==> src/rtl/out_packet_arbiter_if.sv <==
// Packet bus between the arbiter and the serial sender.
// Handshake: the arbiter (master) raises pkt_valid with pkt_data held
// stable until a rising edge on which pkt_ready is also high; that edge
// transfers the packet. pkt_valid never drops before the transfer, and
// pkt_ready may be asserted independently of pkt_valid.
interface out_packet_arbiter_if;
    logic [39:0] pkt_data;
    logic        pkt_valid;
    logic        pkt_ready;

    modport master (
        output pkt_data,
        output pkt_valid,
        input  pkt_ready
    );

    modport slave (
        input  pkt_data,
        input  pkt_valid,
        output pkt_ready
    );
endinterface

==> src/rtl/out_packet_arbiter.sv <==
// Output packet arbiter: merges power-on replies, audio sample requests
// and keyboard/mouse events into one packet stream toward a serial
// sender, with a fixed idle gap after every accepted packet.
// Optional feature: audio request handling, compiled only when the
// macro OUT_ARB_AUDIO_REQ_EN is defined.
module out_packet_arbiter #(
    parameter int GAP = 16
) (
    input  logic                        mon_clk,
    input  logic                        reset_n,
    input  logic                        power_on_req,
    input  logic                        kb_valid,
    input  logic                        kb_is_mouse,
    input  logic [15:0]                 kb_data,
    input  logic                        audio_req_mode,
    input  logic                        audio_req_tick,
    out_packet_arbiter_if.master        pkt_if,
    output logic                        data_loss,
    output logic                        busy,
    output logic [1:0]                  o_dbg_state
);

    typedef enum logic [1:0] {
        ST_IDLE  = 2'd0,
        ST_OFFER = 2'd1,
        ST_GAP   = 2'd2
    } state_t;

    typedef enum logic [1:0] {
        SRC_PWR = 2'd0,
        SRC_AUD = 2'd1,
        SRC_KB  = 2'd2
    } src_t;

    localparam logic [7:0] LP_GAP = 8'(GAP);

    state_t      r_state;
    state_t      w_next_state;
    src_t        r_sel;
    src_t        w_sel_next;
    logic [39:0] r_pkt_data;
    logic [39:0] w_pkt_next;
    logic [7:0]  r_gap_cnt;
    logic [7:0]  w_gap_next;
    logic        w_done;

    logic        r_pwr_pend;
    logic        r_data_loss;

    // FIFO entry layout: {is_mouse, payload}; entry 0 is always the head.
    logic [16:0] r_fifo [2];
    logic [1:0]  r_fifo_cnt;
    logic        w_fifo_full;
    logic        w_fifo_empty;
    logic        w_pop;
    logic        w_push;
    logic        w_wr_idx;
    logic [39:0] w_kb_pkt;

    assign w_fifo_full  = (r_fifo_cnt == 2'd2);
    assign w_fifo_empty = (r_fifo_cnt == 2'd0);
    assign w_pop        = w_done && (r_sel == SRC_KB);
    // A push into a full FIFO is allowed only when the head leaves on the same edge.
    assign w_push       = kb_valid && (!w_fifo_full || w_pop);
    // Slot for the new entry after any simultaneous pop shifts the head out.
    assign w_wr_idx     = w_fifo_full || ((r_fifo_cnt == 2'd1) && !w_pop);
    assign w_kb_pkt     = {(r_fifo[0][16] ? 8'hDB : 8'hDA), 16'h0000, r_fifo[0][15:0]};

`ifdef OUT_ARB_AUDIO_REQ_EN
    logic r_aud_pend;
    logic w_aud_offered;

    assign w_aud_offered = (r_state == ST_OFFER) && (r_sel == SRC_AUD);

    // Audio pending flag: ticks coalesce; leaving audio mode cancels a request not yet offered.
    always_ff @(posedge mon_clk or negedge reset_n) begin
        if (!reset_n) begin
            r_aud_pend <= 1'b0;
        end else if (audio_req_tick && audio_req_mode) begin
            r_aud_pend <= 1'b1;
        end else if (w_done && (r_sel == SRC_AUD)) begin
            r_aud_pend <= 1'b0;
        end else if (!audio_req_mode && !w_aud_offered) begin
            r_aud_pend <= 1'b0;
        end
    end
`else
    logic w_unused_audio;
    assign w_unused_audio = audio_req_mode ^ audio_req_tick;
`endif

    // Power-on pending flag: repeated pulses coalesce; a new pulse outranks the clear.
    always_ff @(posedge mon_clk or negedge reset_n) begin
        if (!reset_n) begin
            r_pwr_pend <= 1'b0;
        end else if (power_on_req) begin
            r_pwr_pend <= 1'b1;
        end else if (w_done && (r_sel == SRC_PWR)) begin
            r_pwr_pend <= 1'b0;
        end
    end

    // Two-entry keyboard/mouse FIFO with shift-on-pop and overflow detection.
    always_ff @(posedge mon_clk or negedge reset_n) begin
        if (!reset_n) begin
            r_fifo[0]   <= '0;
            r_fifo[1]   <= '0;
            r_fifo_cnt  <= 2'd0;
            r_data_loss <= 1'b0;
        end else begin
            if (w_pop) begin
                r_fifo[0] <= r_fifo[1];
            end
            if (w_push) begin
                r_fifo[w_wr_idx] <= {kb_is_mouse, kb_data};
            end
            case ({w_push, w_pop})
                2'b10:   r_fifo_cnt <= r_fifo_cnt + 2'd1;
                2'b01:   r_fifo_cnt <= r_fifo_cnt - 2'd1;
                default: r_fifo_cnt <= r_fifo_cnt;
            endcase
            r_data_loss <= kb_valid && w_fifo_full && !w_pop;
        end
    end

    // FSM state, selected source, offered packet and gap counter registers.
    always_ff @(posedge mon_clk or negedge reset_n) begin
        if (!reset_n) begin
            r_state    <= ST_IDLE;
            r_sel      <= SRC_PWR;
            r_pkt_data <= 40'h0;
            r_gap_cnt  <= 8'd0;
        end else begin
            r_state    <= w_next_state;
            r_sel      <= w_sel_next;
            r_pkt_data <= w_pkt_next;
            r_gap_cnt  <= w_gap_next;
        end
    end

    // Next-state logic: fixed-priority selection in IDLE, handshake in OFFER, countdown in GAP.
    always_comb begin
        w_next_state = r_state;
        w_sel_next   = r_sel;
        w_pkt_next   = r_pkt_data;
        w_gap_next   = r_gap_cnt;
        w_done       = 1'b0;
        case (r_state)
            ST_IDLE: begin
                if (r_pwr_pend) begin
                    w_sel_next   = SRC_PWR;
                    w_pkt_next   = {8'hC0, 32'h0};
                    w_next_state = ST_OFFER;
`ifdef OUT_ARB_AUDIO_REQ_EN
                end else if (r_aud_pend) begin
                    w_sel_next   = SRC_AUD;
                    w_pkt_next   = {8'h07, 32'h0};
                    w_next_state = ST_OFFER;
`endif
                end else if (!w_fifo_empty) begin
                    w_sel_next   = SRC_KB;
                    w_pkt_next   = w_kb_pkt;
                    w_next_state = ST_OFFER;
                end
            end
            ST_OFFER: begin
                if (pkt_if.pkt_ready) begin
                    w_done       = 1'b1;
                    w_pkt_next   = 40'h0;
                    w_gap_next   = LP_GAP;
                    w_next_state = ST_GAP;
                end
            end
            ST_GAP: begin
                w_gap_next = r_gap_cnt - 8'd1;
                if (r_gap_cnt <= 8'd1) begin
                    w_next_state = ST_IDLE;
                end
            end
            default: begin
                w_next_state = ST_IDLE;
            end
        endcase
    end

    assign pkt_if.pkt_valid = (r_state == ST_OFFER);
    assign pkt_if.pkt_data  = r_pkt_data;
    assign data_loss        = r_data_loss;
    assign busy             = (r_state != ST_IDLE);
    assign o_dbg_state      = r_state;

endmodule

==> src/flat_wrapper.sv <==
// flat-port wrapper written by rule: the top's interface ports become plain ports
module out_packet_arbiter_flat 
#(
    parameter int GAP = 16
)
  (mon_clk, reset_n, power_on_req, kb_valid, kb_is_mouse, kb_data, audio_req_mode, audio_req_tick, data_loss, busy, o_dbg_state, pkt_if_pkt_data, pkt_if_pkt_valid, pkt_if_pkt_ready);
  out_packet_arbiter_if pkt_if_i ();
  input  logic mon_clk;
  input  logic reset_n;
  input  logic power_on_req;
  input  logic kb_valid;
  input  logic kb_is_mouse;
  input  logic [15:0] kb_data;
  input  logic audio_req_mode;
  input  logic audio_req_tick;
  output logic data_loss;
  output logic busy;
  output logic [1:0] o_dbg_state;
  output wire logic [$bits(pkt_if_i.pkt_data)-1:0] pkt_if_pkt_data;
  output wire logic [$bits(pkt_if_i.pkt_valid)-1:0] pkt_if_pkt_valid;
  input wire logic [$bits(pkt_if_i.pkt_ready)-1:0] pkt_if_pkt_ready;
  assign pkt_if_pkt_data = pkt_if_i.pkt_data;
  assign pkt_if_pkt_valid = pkt_if_i.pkt_valid;
  assign pkt_if_i.pkt_ready = pkt_if_pkt_ready;
  out_packet_arbiter #(.GAP(GAP)) u_core (.mon_clk(mon_clk), .reset_n(reset_n), .power_on_req(power_on_req), .kb_valid(kb_valid), .kb_is_mouse(kb_is_mouse), .kb_data(kb_data), .audio_req_mode(audio_req_mode), .audio_req_tick(audio_req_tick), .pkt_if(pkt_if_i), .data_loss(data_loss), .busy(busy), .o_dbg_state(o_dbg_state));
endmodule
==> config.mk <==
export PLATFORM = sky130hd
export DESIGN_NAME = out_packet_arbiter_flat
export DESIGN_NICKNAME = d
export VERILOG_FILES = /design/src/rtl/out_packet_arbiter_if.sv /design/src/rtl/out_packet_arbiter.sv /design/src/flat_wrapper.sv
export SDC_FILE = /design/constraint.sdc
export NUM_CORES = 1
export LEC_CHECK = 0
export ABC_AREA = 1
export ABC_CLOCK_PERIOD_IN_PS = 2970
export CORE_MARGIN = 1.5
export CORE_UTILIZATION = 45
export DETAILED_ROUTE_END_ITERATION = 7
export MAX_ROUTING_LAYER = met4
export PLACE_DENSITY = 0.72
export SKIP_LAST_GASP = 1
export SLEW_MARGIN = 5
export SYNTH_ARGS = -nofsm -noshare
export SYNTH_HDL_FRONTEND = slang
export SYNTH_SLANG_ARGS = --single-unit
==> constraint.sdc <==
create_clock -name mon_clk -period 2.97 [get_ports mon_clk]
set_clock_uncertainty 0.2 [all_clocks]
set_input_delay 0.594 -clock mon_clk [delete_from_list [all_inputs] [get_ports mon_clk]]
set_output_delay 0.594 -clock mon_clk [all_outputs]
set_load 0.05 [all_outputs]
* After elaboration in Yosys (flattened, before gate mapping)
Index checks and enable logic that the tools add are counted.
Storage, ports and cells: bits in registers 90, input port bits 24, word-level logic and storage cells 74
Operators by class: add/subtract/negate cells 3, order comparisons 3, equality and inequality tests 11, multiplexer cells 24, bitwise gates (word level) 1, reduce and logical (&&, ||, !) cells 23
Operator list (count):
- 40-bit two-way mux | 3
- 40-bit one-hot mux with 2 select lines | 1
- 34-bit bitwise mux | 1
- 17-bit two-way mux | 2
- 34-bit two-way mux | 1
- 17-bit demux with 1-bit select | 1
- 8-bit one-hot mux with 2 select lines | 1
- 2-bit two-way mux | 6
- 2-bit nonzero test | 5
- 2-bit equality test (second input constant) | 4
- 8-bit by 1-bit <= comparator with 1-bit output (second input constant) | 1
- 8-bit two-way mux | 1
- 8-bit by 1-bit subtractor with 8-bit output (second input constant) | 1
- 1-bit logical AND | 7
- 2-bit by 1-bit equality test with 1-bit output (second input constant) | 3
- 2-bit logical NOT | 3
- 2-bit by 1-bit != test with 1-bit output (second input constant) | 3
- 2-bit one-hot mux with 3 select lines | 1
- 3-bit AND reduction | 2
- 1-bit two-way mux | 5
- 2-bit one-hot mux with 2 select lines | 1
- 2-bit AND reduction | 2
- 3-bit by 2-bit != test with 1-bit output (second input constant) | 1
- 2-bit by 1-bit adder with 2-bit output (second input constant) | 1
- other kinds (6) | 8

* Depth between registers and ports, before layout
depth after elaboration 13, depth in mapped cells 9, mapped depth without buffers 7

* Worst setup path after synthesis
OpenSTA, ideal clock, no wires.
path type register -> register, from register u_core.r_state[0], in the netlist u_core.o_dbg_state[0], to register u_core.r_pkt_data[10], in the netlist u_core.pkt_if.pkt_data[10], library setup time 0.120 ns, arrival 2.153 ns, data required time 2.650 ns, slack 0.497 ns, cell stages (with the launch flop) 7, path buffers 1, period minus slack after synthesis 2.473 ns, path through dfrtp_1 > inv_1 > nor2_1 > nand2_2 > buf_2 > nand3_1 > nand2_1
Between the ends: longest elaborated chain between the ends 3, elaborated cells between the ends (all ways) 7, classes of those cells eq/ne: 3; mux: 1; reduce/logical: 3
RTL lines:
- start: declaration | line out_packet_arbiter.sv:37 | state_t r_state;
- start signal: assignment | line out_packet_arbiter.sv:134 | r_state <= w_next_state;
- 2-bit by 1-bit equality test with 1-bit output *
- named net pkt_if_pkt_valid | line flat_wrapper.sv:20 | output wire logic [$bits(pkt_if_i.pkt_valid)-1:0] pkt_if_pkt_valid;
- 2-bit by 1-bit != test with 1-bit output (no line) or 2-bit nonzero test (tied branches)
- 3-bit AND reduction (no line)
- end signal: assignment | line out_packet_arbiter.sv:136 | r_pkt_data <= w_pkt_next;
- end: declaration | line out_packet_arbiter.sv:41 | logic [39:0] r_pkt_data;
Mark *: on every way through the listed nets, which the timed path passes. The rest lies on a longest branch. A chain may end at the register's enable or synchronous reset.

* Final worst setup path
from register u_core.r_state[0], in the netlist u_core.o_dbg_state[0], to output pkt_if_pkt_valid
Between the ends: longest elaborated chain between the ends 1
RTL lines:
- 2-bit by 1-bit equality test with 1-bit output | line out_packet_arbiter.sv:186 | assign pkt_if.pkt_valid = (r_state == ST_OFFER);
- end: declaration | line flat_wrapper.sv:20
No other way between the ends.

==> impl_metrics.py <==
metrics = {
    "setup_path": {
        "r2r-end": "u_core.pkt_if.pkt_data[2]$_DFFE_PN0P_",
        "timing_worst_setup_path_type": "flip-flop to output pin",
        "cp-end-kind": "output pin",
        "critical_path.slowest_cell": "clkdlybuf4s50_1",
        "r2r_slack_ns": 0.96,
        "cell_by_cell_trace_of_the_critical_path": "inv_1, nor2_1, clkdlybuf4s50_1",
        "cp.required_ns": 2.18,
        "reg2reg_depth": 6,
        "worstSetupStartpoint": "u_core.o_dbg_state[0]$_DFFE_PN0P_",
        "crit_path_launch_type": "flip-flop",
        "worstPathMaxFanout": 4,
        "critical_path.max_stage_delay_ns": 0.86,
        "timing.rr.start": "u_core.r_pwr_pend$_DFFE_PN0P_",
        "worst_ep_arrival_time_ns": 1.92,
        "cp-endpoint": "pkt_if_pkt_valid",
    },
    "timing": {
        "post-route-min-period_ns": 2.714,
        "worst-slew-pin-transition_ns": 0.5235,
        "achievable-frequency_mhz": 368.4,
        "accumulated_negative_setup_slack_ns": 0,
        "number_of_hold_slack_violations_in_the_final_timing_report": 0,
        "report.final.slew_viol_count": 0,
        "grt_setup_unrepaired": "false",
        "min_period_over_period_pct": 91.39,
        "slew_headroom_pct": 64.97,
        "final-setup-viol-count": 0,
        "finalWorstSetupSlack_ns": 0.2558,
    },
    "cts": {
        "h_tree_level_count": 3,
        "tritoncts_clock_tree": "yes",
        "cts_num_sinks": 68,
        "clk_pin_slew_ns": 0.07,
        "cts.root.buffer_cell": "clkbuf_8",
        "post_cts_hold_buffer_count": 0,
        "postCtsSetupBuffers": 0,
        "cts-resized-gates": 0,
        "cts_buffers": 9,
        "clkLatencyLatePin_ns": 0.34,
        "clock_buffer_depth": 2,
    },
    "route": {
        "route.detailed.wl_per_inst_um": 12.06,
        "drt-pass1-iter-count": 4,
        "route.final.wire_length_um": 6597,
        "remaining_drc_errors": 0,
        "vias_per_cell": 4.748,
        "ant_nets": 0,
        "route.vias.total": 2597,
        "drtIter0Drc": 180,
    },
    "power_and_ir_drop": {
        "leakagePower_uw": 0.002096,
        "peakVddDrop_uv": 366.0,
        "internal_power_uw": 2205,
        "register_share_of_total_power_pct": 38.0,
        "pwr-share-comb_pct": 46.5,
        "p_sw_share_pct": 45.94,
        "p_per_area_mw_per_mm2": 1039,
        "clkPwrFrac_pct": 15.5,
        "total_switching_power_uw": 1873,
    },
    "floorplanning": {
        "floorplan.die.height_um": 88.61,
        "placeableCoreArea_mm2": 0.007176,
        "num_io_pins": 69,
        "design.die.area_mm2": 0.007852,
        "effective_utilization_at_floorplan_pct": 45.96,
        "die-width_um": 88.61,
        "placementRows": 31,
    },
    "grt": {
        "grt_start_max_net_pins": 69,
        "grt_pass1_vias": 2255,
        "global_route.overflow_total": 0,
        "grtUsageTotal_pct": 18.61,
        "grt_antenna_before_repair": 0,
        "grt_first_pass_wirelength_um": 10710,
    },
    "logic_synthesis": {
        "yosys.cell_types.count": 31,
        "synth_common_cells": "nand2_1, dfrtp_1, nand3_1",
        "synth_sequential_area_ratio_pct": 51.59,
        "ys_top_cells_by_area": "dfrtp_1, nand2_1, nand3_1",
        "netlist_area_mm2": 0.003298,
        "netlist_instances": 398,
        "synth.yosys.warnings": 0,
        "dominant_cell_by_count_in_the_synthesized_netlist": "nand2_1",
        "post-synth-top-area-fraction_pct": 51.59,
        "yosys_register_bits": 68,
        "synth-edff-count": 0,
        "ys.flop_type": "dfrtp_1",
        "synth_largest_area_cell": "dfrtp_1",
        "postSynthAreaPerCell_um2": 8.287,
        "asyncSetResetFlopFracSynth_pct": 100.0,
    },
    "place": {
        "detailed_place.area_mm2": 0.003767,
        "port-buffer-count": 48,
        "place_worst_setup_slack_ns": 0.3815,
        "gp_routability_congestion": 0.8062,
        "detailed_place_hpwl_um": 4467,
    },
    "layout": {
        "drive_gt1_share_pct": 7.143,
        "insertedDiodeCount": 0,
        "finish.net_count": 474,
        "postLayoutCellArea_mm2": 0.003924,
        "area_growth_syn_to_layout_pct": 18.97,
    },
    "hold_path": {
        "min_path_type": "input port to async pin",
    },
    "job": {
        "cap_viol_max_count": 0,
    },
    "outcome": {
        "status": "finished clean",
    },
}
## worst max-delay path, delay by kind of cell (launching register included)
kind	cells	cell delay, ns
and+or+nand+nor	1	0.23
DFF	1	0.40
buffers and inverters	2	0.95
## cell type report
cell class | count | area, um^2
fill | 666 | 3252
timing repair buffer | 53 | 525.5
tap | 99 | 123.9
multi-input combinational | 276 | 1279
clock buffer | 9 | 123.9
clock inverter | 6 | 32.53
sequential | 68 | 1702
inverter | 36 | 137.6
## metal layers
metal,vias up,global-route usage [%],share of wire (%)
met2,61,28.24,46
met3,6,5.224,4.4
li1,1310,-,-
met1,1220,24.64,49
met5,-,-,0
met4,0,5.114,1.0
## cells by family (layout without fill, tap and decap cells)
logic type,count (synthesis),after routing,share of synthesized area (%)
mux,1,1,0.3035
xor+xnor,2,2,0.5312
fa+ha+maj,6,6,2.276
flops,68,68,51.59
buf+inv,71,104,11.57
other cells,1,18,0.1137
compound gates,31,31,5.311
simple gates,218,218,28.30
## per-stage QoR
stage / instances / hold slack (ns) / utilization, % / power, uW
floorplan: 415 / 0.09841 / - / 2969
global placement: 532 / 0.2534 / 52.50 / 3407
detailed placement: 532 / 0.2591 / 52.50 / 3460
CTS: 547 / 0.07298 / 54.68 / 4104
global route: 547 / 0.08357 / 54.68 / 4362
finish: 547 / 0.05958 / 54.68 / 4078
## worst min path at each step
| stage | end | slack, ns | depth (start not counted) |
|---|---|---|---|
| 3_3_place_gp | flip-flop | 0.25 | 2 |
| 6_report | u_core.pkt_if.pkt_data[38]$_DFFE_PN0P_ | 0.06 | 2 |
| 2_1_floorplan | async pin | 0.1 | 0 |
| 5_1_grt | u_core.pkt_if.pkt_data[38]$_DFFE_PN0P_ | 0.08 | 2 |
| 4_1_cts | u_core.o_dbg_state[0]$_DFFE_PN0P_ | 0.07 | 2 |
| 3_5_place_dp | flip-flop | 0.26 | 2 |
## power by group through the flow
stage | Sequential (uW) | Combinational [uW] | Clock, uW
after CTS | 1550 | 1910 | 651
after floorplan | 1780 | 1190 | 0
after detailed placement | 1560 | 1900 | 0
after global routing | 1580 | 2080 | 695
final | 1550 | 1890 | 634
after global placement | 1550 | 1860 | 0
## cell usage in the layout, fill, tap and decap left out, drive strengths merged, types with 9 or more instances in the layout
cell,count
nand2,144
o21ai,25
inv,35
nor2,10
clkdlybuf4s50,47
conb,18
clkbuf,9
dfrtp,68
nand3,55
Note: power is estimated with default switching activity, not from simulation.
